**config.mk**
```make
export PLATFORM = sky130hd
export DESIGN_NAME = pipe_ctrl_flat
export DESIGN_NICKNAME = d
export VERILOG_FILES = /design/src/rtl/pipe_ctrl_if.sv /design/src/rtl/pipe_ctrl.sv /design/src/flat_wrapper.sv
export SDC_FILE = /design/constraint.sdc
export NUM_CORES = 1
export LEC_CHECK = 0
export ABC_CLOCK_PERIOD_IN_PS = 3100
export CAP_MARGIN = 40
export CORE_ASPECT_RATIO = 1.25
export CORE_MARGIN = 2
export CORE_UTILIZATION = 45
export CTS_CLUSTER_DIAMETER = 80
export DETAILED_ROUTE_END_ITERATION = 8
export GPL_TIMING_DRIVEN = 0
export PLACE_DENSITY = 0.76
export SETUP_SLACK_MARGIN = 0.5
export SYNTH_ARGS = -nofsm -noshare
export SYNTH_HDL_FRONTEND = slang
export SYNTH_SLANG_ARGS = --single-unit
```
**constraint.sdc**
```tcl
create_clock -name clk -period 3.1 [get_ports clk]
set_input_delay 0.62 -clock clk [delete_from_list [all_inputs] [get_ports clk]]
set_output_delay 0.62 -clock clk [all_outputs]
set_load 0.01 [all_outputs]
```
**src/rtl/pipe_ctrl_if.sv**
```systemverilog
// Request/control bundle between the pipeline stages and the pipeline controller.
// The stages act as master (raise requests); the controller is the slave (returns controls).
interface pipe_ctrl_if #(
    parameter int unsigned NSTAGE = 5
);
    logic [NSTAGE-1:0]        stall_req;
    logic [NSTAGE*NSTAGE-1:0] flush_req;
    logic                     redirect_valid;
    logic [31:0]              redirect_pc;
    logic [NSTAGE-1:0]        stall;
    logic [NSTAGE-1:0]        flush;
    logic                     pc_w_enable;
    logic [31:0]              new_pc;

    modport master (
        output stall_req, flush_req, redirect_valid, redirect_pc,
        input  stall, flush, pc_w_enable, new_pc
    );

    modport slave (
        input  stall_req, flush_req, redirect_valid, redirect_pc,
        output stall, flush, pc_w_enable, new_pc
    );
endinterface

```
**src/rtl/pipe_ctrl.sv**
```systemverilog
// Pipeline controller: merges stage stall/flush requests, defers redirects that hit
// frozen stages until the stall clears, and tracks stall statistics plus a watchdog.
module pipe_ctrl #(
    parameter int unsigned NSTAGE        = 5,
    parameter int unsigned STALL_TIMEOUT = 1024,
    parameter int unsigned CNT_W         = 32
) (
    input  logic             clk,
    input  logic             rst_n,
    pipe_ctrl_if.slave       ctrl,
    output logic [CNT_W-1:0] stall_cycles,
    output logic             stall_timeout
);
    localparam int unsigned RUN_W = $clog2(STALL_TIMEOUT + 1);

    typedef enum logic [1:0] {StInit, StRun, StHold, StPend} state_e;

    state_e            state_q, state_d;
    logic [NSTAGE-1:0] pend_mask_q, pend_mask_d;
    logic [31:0]       pend_pc_q, pend_pc_d;
    logic              pend_redir_q, pend_redir_d;
    logic [CNT_W-1:0]  cnt_q, cnt_d;
    logic [RUN_W-1:0]  run_q, run_d;
    logic              to_q, to_d;

    logic [NSTAGE-1:0] stall_mask, bubble, f_merge;
    logic              any_req, conflict, any_stall, acc;

    // Stall covers every stage at or below the highest requester; bubble goes just behind it.
    always_comb begin
        stall_mask = '0;
        bubble     = '0;
        f_merge    = '0;
        acc        = 1'b0;
        for (int i = NSTAGE - 1; i >= 0; i--) begin
            acc           = acc | ctrl.stall_req[i];
            stall_mask[i] = acc;
        end
        for (int i = 0; i < NSTAGE - 1; i++) begin
            bubble[i+1] = ctrl.stall_req[i] & ~stall_mask[i+1];
        end
        for (int k = 0; k < NSTAGE; k++) begin
            f_merge = f_merge | ctrl.flush_req[k*NSTAGE +: NSTAGE];
        end
    end

    assign any_req   = |ctrl.stall_req;
    assign conflict  = |(f_merge & stall_mask);
    assign any_stall = (state_q != StInit) && any_req;

    always_ff @(posedge clk or negedge rst_n) begin
        if (!rst_n) begin
            state_q      <= StInit;
            pend_mask_q  <= '0;
            pend_pc_q    <= '0;
            pend_redir_q <= 1'b0;
            cnt_q        <= '0;
            run_q        <= '0;
            to_q         <= 1'b0;
        end else begin
            state_q      <= state_d;
            pend_mask_q  <= pend_mask_d;
            pend_pc_q    <= pend_pc_d;
            pend_redir_q <= pend_redir_d;
            cnt_q        <= cnt_d;
            run_q        <= run_d;
            to_q         <= to_d;
        end
    end

    always_comb begin
        state_d      = state_q;
        pend_mask_d  = pend_mask_q;
        pend_pc_d    = pend_pc_q;
        pend_redir_d = pend_redir_q;
        unique case (state_q)
            StInit: begin
                state_d      = StRun;
                pend_mask_d  = '0;
                pend_redir_d = 1'b0;
            end
            StRun, StHold: begin
                if (!any_req) begin
                    state_d = StRun;
                end else if (conflict) begin
                    state_d      = StPend;
                    pend_mask_d  = f_merge;
                    pend_pc_d    = ctrl.redirect_pc;
                    pend_redir_d = ctrl.redirect_valid;
                end else begin
                    state_d = StHold;
                end
            end
            StPend: begin
                if (!any_req) begin
                    state_d      = StRun;
                    pend_mask_d  = '0;
                    pend_redir_d = 1'b0;
                end else begin
                    // Everything arriving while pending is folded in so order is preserved.
                    pend_mask_d = pend_mask_q | f_merge;
                    if (ctrl.redirect_valid) begin
                        pend_pc_d    = ctrl.redirect_pc;
                        pend_redir_d = 1'b1;
                    end
                end
            end
            default: state_d = StInit;
        endcase
    end

    always_comb begin
        ctrl.stall       = '0;
        ctrl.flush       = '0;
        ctrl.pc_w_enable = 1'b0;
        ctrl.new_pc      = '0;
        unique case (state_q)
            StInit: ctrl.flush = '1;
            StRun, StHold: begin
                ctrl.stall  = stall_mask;
                ctrl.new_pc = ctrl.redirect_pc;
                if (any_req && conflict) begin
                    ctrl.flush = bubble;
                end else begin
                    ctrl.flush       = bubble | f_merge;
                    ctrl.pc_w_enable = ctrl.redirect_valid;
                end
            end
            StPend: begin
                ctrl.stall  = stall_mask;
                ctrl.new_pc = ctrl.redirect_valid ? ctrl.redirect_pc : pend_pc_q;
                if (any_req) begin
                    ctrl.flush = bubble;
                end else begin
                    ctrl.flush       = pend_mask_q | f_merge;
                    ctrl.pc_w_enable = pend_redir_q | ctrl.redirect_valid;
                end
            end
            default: ctrl.flush = '1;
        endcase
    end

    always_comb begin
        cnt_d = cnt_q;
        run_d = '0;
        to_d  = to_q;
        if (any_stall) begin
            if (cnt_q != '1) begin
                cnt_d = cnt_q + 1'b1;
            end
            run_d = (run_q == RUN_W'(STALL_TIMEOUT)) ? run_q : run_q + 1'b1;
            if ((32'(run_q) + 32'd1) >= STALL_TIMEOUT) begin
                to_d = 1'b1;
            end
        end
    end

    assign stall_cycles  = cnt_q;
    assign stall_timeout = to_q;
endmodule

```
**src/flat_wrapper.sv**
```systemverilog
// flat-port wrapper written by rule: the top's interface ports become plain ports
module pipe_ctrl_flat 
#(
    parameter int unsigned NSTAGE        = 5,
    parameter int unsigned STALL_TIMEOUT = 1024,
    parameter int unsigned CNT_W         = 32
)
  (clk, rst_n, stall_cycles, stall_timeout, ctrl_stall_req, ctrl_flush_req, ctrl_redirect_valid, ctrl_redirect_pc, ctrl_stall, ctrl_flush, ctrl_pc_w_enable, ctrl_new_pc);
  pipe_ctrl_if #(.NSTAGE(NSTAGE)) ctrl_i ();
  input  logic clk;
  input  logic rst_n;
  output logic [CNT_W-1:0] stall_cycles;
  output logic stall_timeout;
  input wire logic [$bits(ctrl_i.stall_req)-1:0] ctrl_stall_req;
  input wire logic [$bits(ctrl_i.flush_req)-1:0] ctrl_flush_req;
  input wire logic [$bits(ctrl_i.redirect_valid)-1:0] ctrl_redirect_valid;
  input wire logic [$bits(ctrl_i.redirect_pc)-1:0] ctrl_redirect_pc;
  output wire logic [$bits(ctrl_i.stall)-1:0] ctrl_stall;
  output wire logic [$bits(ctrl_i.flush)-1:0] ctrl_flush;
  output wire logic [$bits(ctrl_i.pc_w_enable)-1:0] ctrl_pc_w_enable;
  output wire logic [$bits(ctrl_i.new_pc)-1:0] ctrl_new_pc;
  assign ctrl_i.stall_req = ctrl_stall_req;
  assign ctrl_i.flush_req = ctrl_flush_req;
  assign ctrl_i.redirect_valid = ctrl_redirect_valid;
  assign ctrl_i.redirect_pc = ctrl_redirect_pc;
  assign ctrl_stall = ctrl_i.stall;
  assign ctrl_flush = ctrl_i.flush;
  assign ctrl_pc_w_enable = ctrl_i.pc_w_enable;
  assign ctrl_new_pc = ctrl_i.new_pc;
  pipe_ctrl #(.NSTAGE(NSTAGE), .STALL_TIMEOUT(STALL_TIMEOUT), .CNT_W(CNT_W)) u_core (.clk(clk), .rst_n(rst_n), .ctrl(ctrl_i), .stall_cycles(stall_cycles), .stall_timeout(stall_timeout));
endmodule
```
Word level (Yosys, flattened, before mapping) --
Index checks and enable logic that the tools add are counted.
Operators by class: $add $sub $neg 3, $lt $le $gt $ge 1, eq/ne operators 11, mux-type cells 28, bitwise operators 20, reductions and logical operators 14
Operators with widths (number):
- 2-to-1 mux 32 bit | 4
- one-hot mux 32 bit (2 select lines) | 2
- adder 32 x 1 -> 32 bit, second input constant | 1
- greater-or-equal comparator 32 x 11 -> 1 bit, second input constant | 1
- != test 32 bit, second input constant | 1
- 2-to-1 mux 5 bit | 6
- OR 5 bit | 6
- one-hot mux 5 bit (3 select lines) | 2
- 2-to-1 mux 11 bit | 2
- adder 11 x 1 -> 12 bit, second input constant | 1
- adder 11 x 1 -> 11 bit, second input constant | 1
- equality test 11 bit, second input constant | 1
- OR reduction 5 bit | 2
- 2-to-1 mux 1 bit | 7
- != test 2 x 1 -> 1 bit, second input constant | 3
- one-hot mux 2 bit (3 select lines) | 1
- AND reduction 2 bit | 3
- bitwise AND 5 bit | 1
- OR 1 bit | 5
- bitwise AND 1 bit | 4
- equality test 2 bit, second input constant | 2
- 2-to-1 mux 2 bit | 2
- != test 2 bit, second input constant | 2
- inverter 1 bit | 4
- other kinds (11) | 13
Word-level totals: flip-flop bits (word level) 84, input bits 65, output and inout bits 76, word-level logic and storage cells 84

Depth between registers and ports, before layout --
Gate-level depths: netlist of the first run.
depth after elaboration 9, gate-level depth with buffers 8, gate-level depth less buffers 7

Worst setup path before layout of the first run --
OpenSTA, ideal clock, no wires.
kind input port to output port, from input port ctrl_stall_req[1], to output port ctrl_pc_w_enable, arrival time 2.251 ns, data required time 2.480 ns, setup slack 0.229 ns, stages on the path 5, path buffers 1, cells stage by stage or4_1 > clkbuf_2 > a221o_2 > o21ba_2 > nor3_1
On the way: word-level cells in the longest chain between the ends 7, elaborated cells between the ends (all ways) 9, those cells by class 3 x mux; 3 x bitwise; 3 x reduce/logical
Ends and longest elaborated chain:
- from (decl) | line flat_wrapper.sv:14 | input wire logic [$bits(ctrl_i.stall_req)-1:0] ctrl_stall_req;
- OR 1 bit (2 in series) | line pipe_ctrl.sv:36 | acc = acc | ctrl.stall_req[i];
- bitwise AND 5 bit | line pipe_ctrl.sv:48 | assign conflict = |(f_merge & stall_mask);
- OR reduction 5 bit | line pipe_ctrl.sv:48
- logical AND 1 bit | line pipe_ctrl.sv:122 | if (any_req && conflict) begin
- 2-to-1 mux 1 bit | line pipe_ctrl.sv:122
- one-hot mux 1 bit (2 select lines) * | line pipe_ctrl.sv:117 | unique case (state_q)
- to (decl) | line flat_wrapper.sv:20 | output wire logic [$bits(ctrl_i.pc_w_enable)-1:0] ctrl_pc_w_enable;
Mark *: on every way between the ends. The rest lies on a longest branch, timed or not.

Final worst setup path of the first run --
from input port ctrl_flush_req[1], to output port ctrl_pc_w_enable
On the way: word-level cells in the longest chain between the ends 9
Ends and longest elaborated chain:
- from (decl) | line flat_wrapper.sv:15 | input wire logic [$bits(ctrl_i.flush_req)-1:0] ctrl_flush_req;
- OR 5 bit (4 in series) | line pipe_ctrl.sv:43 | f_merge = f_merge | ctrl.flush_req[k*NSTAGE +: NSTAGE];
- bitwise AND 5 bit | line pipe_ctrl.sv:48
- OR reduction 5 bit | line pipe_ctrl.sv:48
- logical AND 1 bit | line pipe_ctrl.sv:122
- 2-to-1 mux 1 bit | line pipe_ctrl.sv:122
- one-hot mux 1 bit (2 select lines) | line pipe_ctrl.sv:117
No other way between the ends.

==> flow_summary.yaml, run 1 <==
clock_network:
  cts_tree: "built"
  clkLatencyLatePin_ns: 0.34
  clock_sinks: 84
  ctsHtreeMaxLevel: 3
  clock_path_buffers: 2
  cts_made_buffers: 9
  postCtsHoldBufs: 0
  clockRootBuffer: "clkbuf_16"
  path_clk_slew_ns: 0.06
detailed_routing:
  viasPerCell: 5.695
  ant_nets: 0
  firstDrtPassIters: 5
  drc: 0
  drt-total-wl_mm: 14.93
  first_iter_violations: 198
  routedWlPerCell_um: 18.50
  vias: 4596
worst_setup_path:
  worstPathArrival_ns: 2.45
  crit_required_ns: 2.48
  startpoint_type: "input pin"
  critPathCaptureType: "primary output"
  crit_fanout: 4
  cpMostUsedCell: "buf_6"
  startpoint: "ctrl_flush_req[1]"
  cpLargestDelayFamily: "buffers and inverters"
  crit_cells: 8
  cpPeakStageDelay_ns: 0.44
  r2r_end: "u_core.pend_pc_q[13]"
  r2r.worst_path.cells: 13
  crit_end: "ctrl_pc_w_enable"
  path_cells: "clkdlybuf4s50_1 > nor3_2 > nand2_2 > a221o_2 > buf_6 > o21ba_4 > nor3_4 > buf_6"
  critical-path-slowest-cell: "clkdlybuf4s50_1"
  crit_buf_inv: 3
  rrSetupSlack_ns: 0.39
  reg2reg_from: "u_core.state_q[1]"
  critPathKind: "in2out"
global_route:
  antenna_found_initial: 0
  grt_pass1_wl_mm: 23.23
  grt_pass1_vias: 4651
  grt_overflow: 0
  track_usage_pct: 24.69
  grt_max_degree: 54
die:
  pin_count: 141
  rows: 42
  die_area_um2: 11640
  die_h_um: 120.1
  start_util_pct: 45.95
  fp.coreArea_um2: 10560
  fp.dieW_um: 96.89
synth:
  avgSynthCellArea_um2: 9.966
  synth_edf_count: 0
  synth-seq-cells: 84
  seq_area_frac_synth_pct: 43.31
  synth_area_um2: 4853
  yosys_most_used_dff: "dfrtp_1"
  async_reset_ff_share_pct: 100.0
  synth_cells: 487
  yosysUniqueCellTypes: 50
  ys_warn_count: 0
  synth_nets: 557
power:
  peakVddDrop_mv: 0.3426
  powerDensity_nw_per_um2: 823.1
  leakage_nw: 3.272
  p_sw_w: 0.002102
  switching_share_pct: 34.06
  power_frac_seq_pct: 28.8
  internal_power_w: 0.004069
  pwr-share-comb_pct: 50.9
  power_w: 0.006171
  p_clk_share_pct: 20.3
timing:
  tightest_slew_ns: 0.6855
  setup_viol: 0
  fin_crit_ns: 3.070
  drv_slew: 0
  post-route-period-util_pct: 99.02
  fin_skew_ns: 0.009343
  timing.final.hold_violations: 0
  maxSlewHeadroom_pct: 53.88
  grt_setup_unrepaired: "yes"
  hold_ws_ns: 0.2237
  clock.fmax_ghz: 0.3258
final_layout:
  multiInputGateArea_um2: 2814
  final_common_cell: "dfrtp_1"
  layout_common_cells: "dfrtp_1, clkdlybuf4s50_1, nor2_1"
  post_route_cells_drive_above_1_share_pct: 24.89
  syn_to_final_growth_pct: 54.47
  design.final.nets: 740
  seqCellArea_um2: 2102
  diodes: 0
  fill_cells: 716
placed_design:
  io_buffers: 139
  hpwl_mm: 9.370
  gp_congestion: 0.8772
hold_path:
  hold_class: "in2async"
outcome:
  outcome: "completed"
job:
  maxCapViolations: 0
## layout make-up
type	count	share of cell area, %
multi-input cells	369	37.53
flip-flops and latches	84	28.04
repair buffers	172	23.28
plain buffers	24	3.605
clock buffers	11	3.238
well taps	132	2.203
clock inverters	5	1.435
inverters	10	0.6676
## Yosys cell counts (3+ instances only)
cell,count,area [um2]
nand2_1,24,90.09
or4_1,4,30.03
nand3_1,16,80.08
nor3_1,12,60.06
dfrtp_1,84,2102
a31oi_1,6,37.54
mux2_2,14,157.7
nand4_1,12,75.07
o2bb2ai_1,3,26.28
inv_1,9,33.78
a22oi_1,11,82.58
o22ai_1,3,18.77
clkbuf_1,18,67.56
buf_6,3,33.78
and4_1,5,43.79
a21oi_1,29,145.1
mux2i_1,21,210.2
nor4_1,7,43.79
nor2_1,83,311.6
and3_1,7,43.79
xor2_1,10,87.58
ha_1,5,62.56
xnor2_1,29,254.0
o21ai_0,8,40.04
mux2_4,30,450.4
a32o_1,3,30.03
## power groups by stage
stage                     registers (W)  clock network (W)  logic, W
after detailed placement        0.00176                  0   0.00249
final                           0.00178            0.00125   0.00314
after global placement          0.00174                  0   0.00243
after global routing            0.00182            0.00132   0.00333
after floorplan                 0.00172                  0   0.00155
after CTS                       0.00175            0.00127   0.00285
## worst min-delay path by stage
| stage | slack (ns) | startpoint | end |
|---|---|---|---|
| final | 0.22 | rst_n | u_core.pend_pc_q[0] |
| after floorplan | 0.32 | rst_n | u_core.pend_mask_q[0] |
| after detailed placement | 0.47 | u_core.stall_timeout | u_core.stall_timeout |
| after CTS | 0.23 | rst_n | u_core.pend_pc_q[20] |
| after global placement | 0.45 | u_core.stall_timeout | u_core.stall_timeout |
| after global routing | 0.25 | rst_n | u_core.pend_pc_q[28] |
## stage by stage
step	setup TNS (ns)	instances	worst slack, ns	area [um2]	utilization, %
after floorplan	0	487	0.3862	4923	-
after global placement	-145.07	758	-1.617	6480	61.35
after detailed placement	-11.52	759	-0.7517	6505	61.58
after CTS	0	797	0.02202	7263	68.76
after global routing	-0.01083	807	-0.01083	7497	70.98
final	0	807	0.03027	7497	70.98
## timing repair
item,4_1_cts,5_1_grt
buffers inserted,19,8
pin swaps,15,12
cloned,3,2
endpoints found under the setup margin,103,85
gates resized for setup,159,52
## flip-flops by register name (all words and copies together) (netlist names)
name	count
u_core.pend_pc_q	32
u_core.stall_cycles	32
u_core.run_q	11
u_core.pend_mask_q	5
u_core.state_q	2
u_core.pend_redir_q	1
u_core.stall_timeout	1
## cells by family after synthesis
kind of cell	Yosys count	synth area share [%]
compound gates	77	10.49
xor+xnor	39	7.038
buf+inv	34	3.119
flops	84	43.31
simple gates	183	17.89
mux	65	16.86
fa+ha+maj	5	1.289
## layer usage
layer | routed length [um] | GRT usage [%] | up-vias
met1 | 5763 | 28.63 | 2252
li1 | - | - | 2106
met3 | 866 | 5.708 | 41
met5 | 0 | 0 | -
met2 | 7863 | 44.44 | 197
met4 | 435 | 8.979 | 0
Power figures use the tool's default switching activity.
==> run 2, diff against run 1 <==
--- a/config.mk
+++ b/config.mk
@@ -8,12 +8,12 @@
 export ABC_CLOCK_PERIOD_IN_PS = 3100
 export CAP_MARGIN = 40
 export CORE_ASPECT_RATIO = 1.25
-export CORE_MARGIN = 2
 export CORE_UTILIZATION = 45
 export CTS_CLUSTER_DIAMETER = 80
 export DETAILED_ROUTE_END_ITERATION = 8
 export GPL_TIMING_DRIVEN = 0
 export PLACE_DENSITY = 0.76
+export REMOVE_ABC_BUFFERS = 1
 export SETUP_SLACK_MARGIN = 0.5
 export SYNTH_ARGS = -nofsm -noshare
 export SYNTH_HDL_FRONTEND = slang
==> run 2 against run 1 <==
Cell count decreased by 0.87%. Critical path depth down 1. Power is 4.5% lower. Non-clock buffer count is 9 lower. Setup slack improved by 0.10 ns. Hold slack got worse by 0.012 ns. Design area fell by 0.95%. First-iteration DRC count up 30%. Utilization is 0.68 points lower.
==> flow_summary.yaml, run 2 (synthesis results as in run 1) <==
global_route:
  antenna_found_initial: 0
  grt_overflow: 0
  grt_pass1_wl_mm: 21.89
  grt_max_degree: 56
  grt_pass1_vias: 4430
  track_usage_pct: 24.86
clock_network:
  cts_tree: "built"
  clkLatencyLatePin_ns: 0.35
  cts_made_buffers: 9
  path_clk_slew_ns: 0.07
  clock_sinks: 84
  ctsHtreeMaxLevel: 3
  clockRootBuffer: "clkbuf_16"
  clock_path_buffers: 2
die:
  rows: 42
  die_h_um: 118.1
  fp.coreArea_um2: 10560
  fp.dieW_um: 94.89
  start_util_pct: 45.95
  die_area_um2: 11210
  pin_count: 141
power:
  power_w: 0.005891
  leakage_nw: 3.426
  powerDensity_nw_per_um2: 793.3
  peakVddDrop_mv: 0.4442
final_layout:
  final_core_util_pct: 70.30
  design_area_um2: 7426
  final_common_cell: "dfrtp_1"
  layout_common_cells: "dfrtp_1, nor2_1, clkdlybuf4s50_1"
  fin_cells: 800
  post_route_cells_drive_above_1_share_pct: 23.24
  fill_cells: 730
  design.final.nets: 732
  syn_to_final_growth_pct: 53.00
placed_design:
  io_buffers: 140
  dp.cells: 743
  placement.cell_area_um2: 6441
  hpwl_mm: 8.577
  place_ws_ns: -1.019
  gp_congestion: 0.8497
detailed_routing:
  routedWlPerCell_um: 18.31
  first_iter_violations: 258
  firstDrtPassIters: 5
  drc: 0
  ant_nets: 0
  drt-total-wl_mm: 14.65
  vias: 4571
  viasPerCell: 5.714
worst_setup_path:
  crit_required_ns: 2.48
  critPathKind: "in2out"
  worstPathArrival_ns: 2.35
  crit_fanout: 4
  startpoint_type: "input pin"
  critPathCaptureType: "primary output"
  rrSetupSlack_ns: 0.34
timing:
  timing.final.hold_violations: 0
  post-route-period-util_pct: 95.71
  tightest_slew_ns: 0.6847
  grt_setup_unrepaired: "yes"
  maxSlewHeadroom_pct: 53.93
  clock.fmax_ghz: 0.3370
  setup_viol: 0
  fin_crit_ns: 2.967
  fin_ws_ns: 0.1331
  drv_slew: 0
  fin_skew_ns: 0.008807
job:
  maxCapViolations: 0
outcome:
  outcome: "completed"
hold_path:
  hold_class: "in2async"
==> run 2: changes by cell type in the layout (fill, tap and decap cells not counted), sizes merged, moves of 3 or more <==
cell,delta
dlymetal6s2s,+24
clkdlybuf4s50,-8
clkbuf,-20
dlygate4sd2,-16
inv,+3
buf,+9
==> run 2: area by class of cell <==
| class | count | area (um2) | share of cell area, % |
|---|---|---|---|
| flip-flops and latches | 84 | 2103 | 28.32 |
| inverters | 10 | 50.05 | 0.6740 |
| clock buffers | 9 | 225.2 | 3.033 |
| clock inverters | 7 | 105.1 | 1.415 |
| multi-input cells | 369 | 2775 | 37.37 |
| repair buffers | 187 | 1991 | 26.81 |
| well taps | 132 | 165.2 | 2.224 |
| repair inverters | 1 | 8.758 | 0.1179 |
| diodes | 1 | 2.502 | 0.03370 |
==> run 2: power by group <==
part / total (W) / switching [W] / internal [W]
registers: 0.00176 / 0.000295 / 0.00147
logic: 0.00294 / 0.00127 / 0.00166
clock network: 0.00119 / 0.000472 / 0.000718
total: 0.00589 / 0.00204 / 0.00385
==> run 2: worst paths after layout <==
kind | from | to | depth (start not counted)
setup / recovery | ctrl_flush_req[14] | ctrl_pc_w_enable | 7
hold / removal | rst_n | u_core.pend_pc_q[27] | 1
setup reg to reg | u_core.state_q[0] | u_core.pend_pc_q[17] | 13
hold reg to reg | u_core.pend_mask_q[1] | u_core.pend_mask_q[1] | 1
max in group asynchronous | rst_n | u_core.stall_cycles[14] | 2
min in group clk | u_core.pend_mask_q[1] | u_core.pend_mask_q[1] | 1
==> run 2: layer usage <==
layer / vias to the layer above / wire (um) / track usage [%]
li1: 2094 / - / -
met1: 2260 / 5730 / 29.12
met2: 193 / 7670 / 44.24
met3: 24 / 1009 / 5.620
met4: 0 / 238 / 7.481
met5: - / 0 / 0
==> run 2: repair_timing <==
item	4_1_cts	5_1_grt
hold buffers	0	0
buffers inserted	23	13
gates cloned	3	1
pin swaps	21	17
endpoints found under the setup margin	112	68
gates resized for setup	123	52
==> run 2: stage by stage <==
stage	setup TNS (ns)	hold slack, ns
floorplan	-0.06374	0.3244
global placement	-224.02	0.4551
detailed placement	-22.78	0.4766
CTS	0	0.2110
global route	0	0.2363
finish	0	0.2114
==> run 2: worst max-delay path: stages <==
cell and delay (ns):
clkdlybuf4s50_1 0.44, nor3_2 0.12, nand2_1 0.12, a221o_2 0.45, o21ba_4 0.26, nor3_4 0.17, buf_2 0.15
==> run 3, diff against run 2 <==
--- a/config.mk
+++ b/config.mk
@@ -12,7 +12,7 @@
 export CTS_CLUSTER_DIAMETER = 80
 export DETAILED_ROUTE_END_ITERATION = 8
 export GPL_TIMING_DRIVEN = 0
-export PLACE_DENSITY = 0.76
+export PLACE_DENSITY = 0.79
 export REMOVE_ABC_BUFFERS = 1
 export SETUP_SLACK_MARGIN = 0.5
 export SYNTH_ARGS = -nofsm -noshare
==> run 3 against run 2 <==
Design area is 2.1% lower. Non-clock buffer count is 6 lower. First-iteration DRC count decreased by 16%. Critical path depth shrank 1. Critical endpoint unchanged. Clock-buffer cell count unchanged. Via count is 3.0% lower. Global-route usage decreased by 0.25 points.
==> flow_summary.yaml, run 3 (synthesis results as in run 1) <==
outcome:
  outcome: "completed"
final_layout:
  layout_common_cells: "dfrtp_1, nor2_1, clkdlybuf4s50_1"
  syn_to_final_growth_pct: 49.86
  seqCellArea_um2: 2102
  final_common_cell: "dfrtp_1"
  design.final.nets: 725
  fill_cells: 749
  post_route_cells_drive_above_1_share_pct: 22.88
  fin_cells: 793
  multiInputGateArea_um2: 2771
detailed_routing:
  first_iter_violations: 216
  drt-total-wl_mm: 13.88
  vias: 4433
  drc: 0
  firstDrtPassIters: 4
  routedWlPerCell_um: 17.50
  viasPerCell: 5.590
  ant_nets: 0
clock_network:
  ctsHtreeMaxLevel: 3
  clockRootBuffer: "clkbuf_16"
  postCtsHoldBufs: 0
  clkLatencyLatePin_ns: 0.34
  cts_tree: "built"
  path_clk_slew_ns: 0.07
  clock_path_buffers: 2
  cts_made_buffers: 9
  clock_sinks: 84
global_route:
  grt_pass1_wl_mm: 21.78
  grt_pass1_vias: 4525
  grt_max_degree: 59
  track_usage_pct: 24.62
  grt_overflow: 0
  antenna_found_initial: 1
worst_setup_path:
  crit_buf_inv: 2
  startpoint_type: "input pin"
  critical-path-slowest-cell: "or4_4"
  worstPathArrival_ns: 2.33
  rrSetupSlack_ns: 0.56
  cpLargestDelayFamily: "simple AND/OR/NAND/NOR gates"
  r2r_end: "u_core.state_q[0]"
  r2r.worst_path.cells: 17
  critPathKind: "in2out"
  crit_required_ns: 2.48
  reg2reg_from: "u_core.state_q[1]"
  cpPeakStageDelay_ns: 0.58
  critPathCaptureType: "primary output"
  path_cells: "buf_2 > or4_4 > a221o_2 > o21ba_4 > nor3_2 > buf_2"
  cpMostUsedCell: "buf_2"
  crit_fanout: 5
job:
  maxCapViolations: 0
placed_design:
  hpwl_mm: 8.449
  io_buffers: 140
  gp_congestion: 0.8637
  dp.cells: 741
timing:
  tightest_slew_ns: 0.8611
  clock.fmax_ghz: 0.3385
  maxSlewHeadroom_pct: 42.07
  drv_slew: 0
  grt_setup_unrepaired: "yes"
  timing.final.hold_violations: 0
  setup_tns_ns: 0
  fin_skew_ns: 0.009125
  fin_crit_ns: 2.954
  setup_viol: 0
  post-route-period-util_pct: 95.30
die:
  rows: 42
  fp.coreArea_um2: 10560
  die_area_um2: 11210
  pin_count: 141
  fp.dieW_um: 94.89
  die_h_um: 118.1
  start_util_pct: 45.95
hold_path:
  hold_class: "in2async"
power:
  peakVddDrop_mv: 0.5391
  leakage_nw: 3.347
  powerDensity_nw_per_um2: 754.6
-- run 3: cell type report --
cell class,instances,share of cell area [%]
multi-input cells,369,38.10
diodes,1,0.03441
clock buffers,9,3.097
clock inverters,7,1.479
repair buffers,181,25.49
well taps,132,2.271
flip-flops and latches,84,28.90
inverters,10,0.6193
-- run 3: how the worst max path moves through the flow --
| stage | start | endpoint | slack, ns | depth (start not counted) |
|---|---|---|---|---|
| detailed placement | u_core.state_q[1] | ctrl_pc_w_enable | -0.94 | 6 |
| CTS | ctrl_flush_req[23] | ctrl_pc_w_enable | 0.18 | 7 |
| floorplan | ctrl_stall_req[1] | u_core.pend_pc_q[3] | -0.03 | 4 |
| global route | ctrl_stall_req[3] | ctrl_pc_w_enable | 0.12 | 6 |
| global placement | rst_n | u_core.stall_cycles[30] | -1.62 | 1 |
| finish | ctrl_stall_req[3] | ctrl_pc_w_enable | 0.15 | 6 |
-- run 3: repair_timing --
| action | in CTS | in global routing |
|---|---|---|
| setup endpoints to repair | 110 | 48 |
| cloned | 1 | 0 |
| setup buffers | 25 | 9 |
| pin swaps | 23 | 14 |
| gates resized for setup | 114 | 56 |
-- run 3: metal layers --
layer	share of wire, %	GRT usage [%]
met4	1.9	8.428
met1	41	29.87
met3	5.6	5.814
met2	51	42.04
met5	0	0
-- run 3: per-stage QoR --
stage / util, % / total power (W) / hold slack [ns] / instance area, um2 / setup slack [ns]
3_5_place_dp: 60.70 / 0.004217 / 0.4772 / 6411 / -0.9419
4_1_cts: 66.69 / 0.005469 / 0.2021 / 7044 / 0.1771
6_report: 68.86 / 0.005488 / 0.1956 / 7273 / 0.1458
5_1_grt: 68.83 / 0.005795 / 0.2182 / 7271 / 0.1217
2_1_floorplan: - / 0.003184 / 0.3244 / 4740 / -0.03187
3_3_place_gp: 59.70 / 0.004074 / 0.4545 / 6306 / -1.617
-- run 3: where the power goes --
part           switching, W  total (W)  leakage (nW)  internal, W
clock network      0.000470    0.00119         0.160     0.000721
registers          0.000298    0.00177          1.00      0.00147
logic               0.00114    0.00253          2.19      0.00139
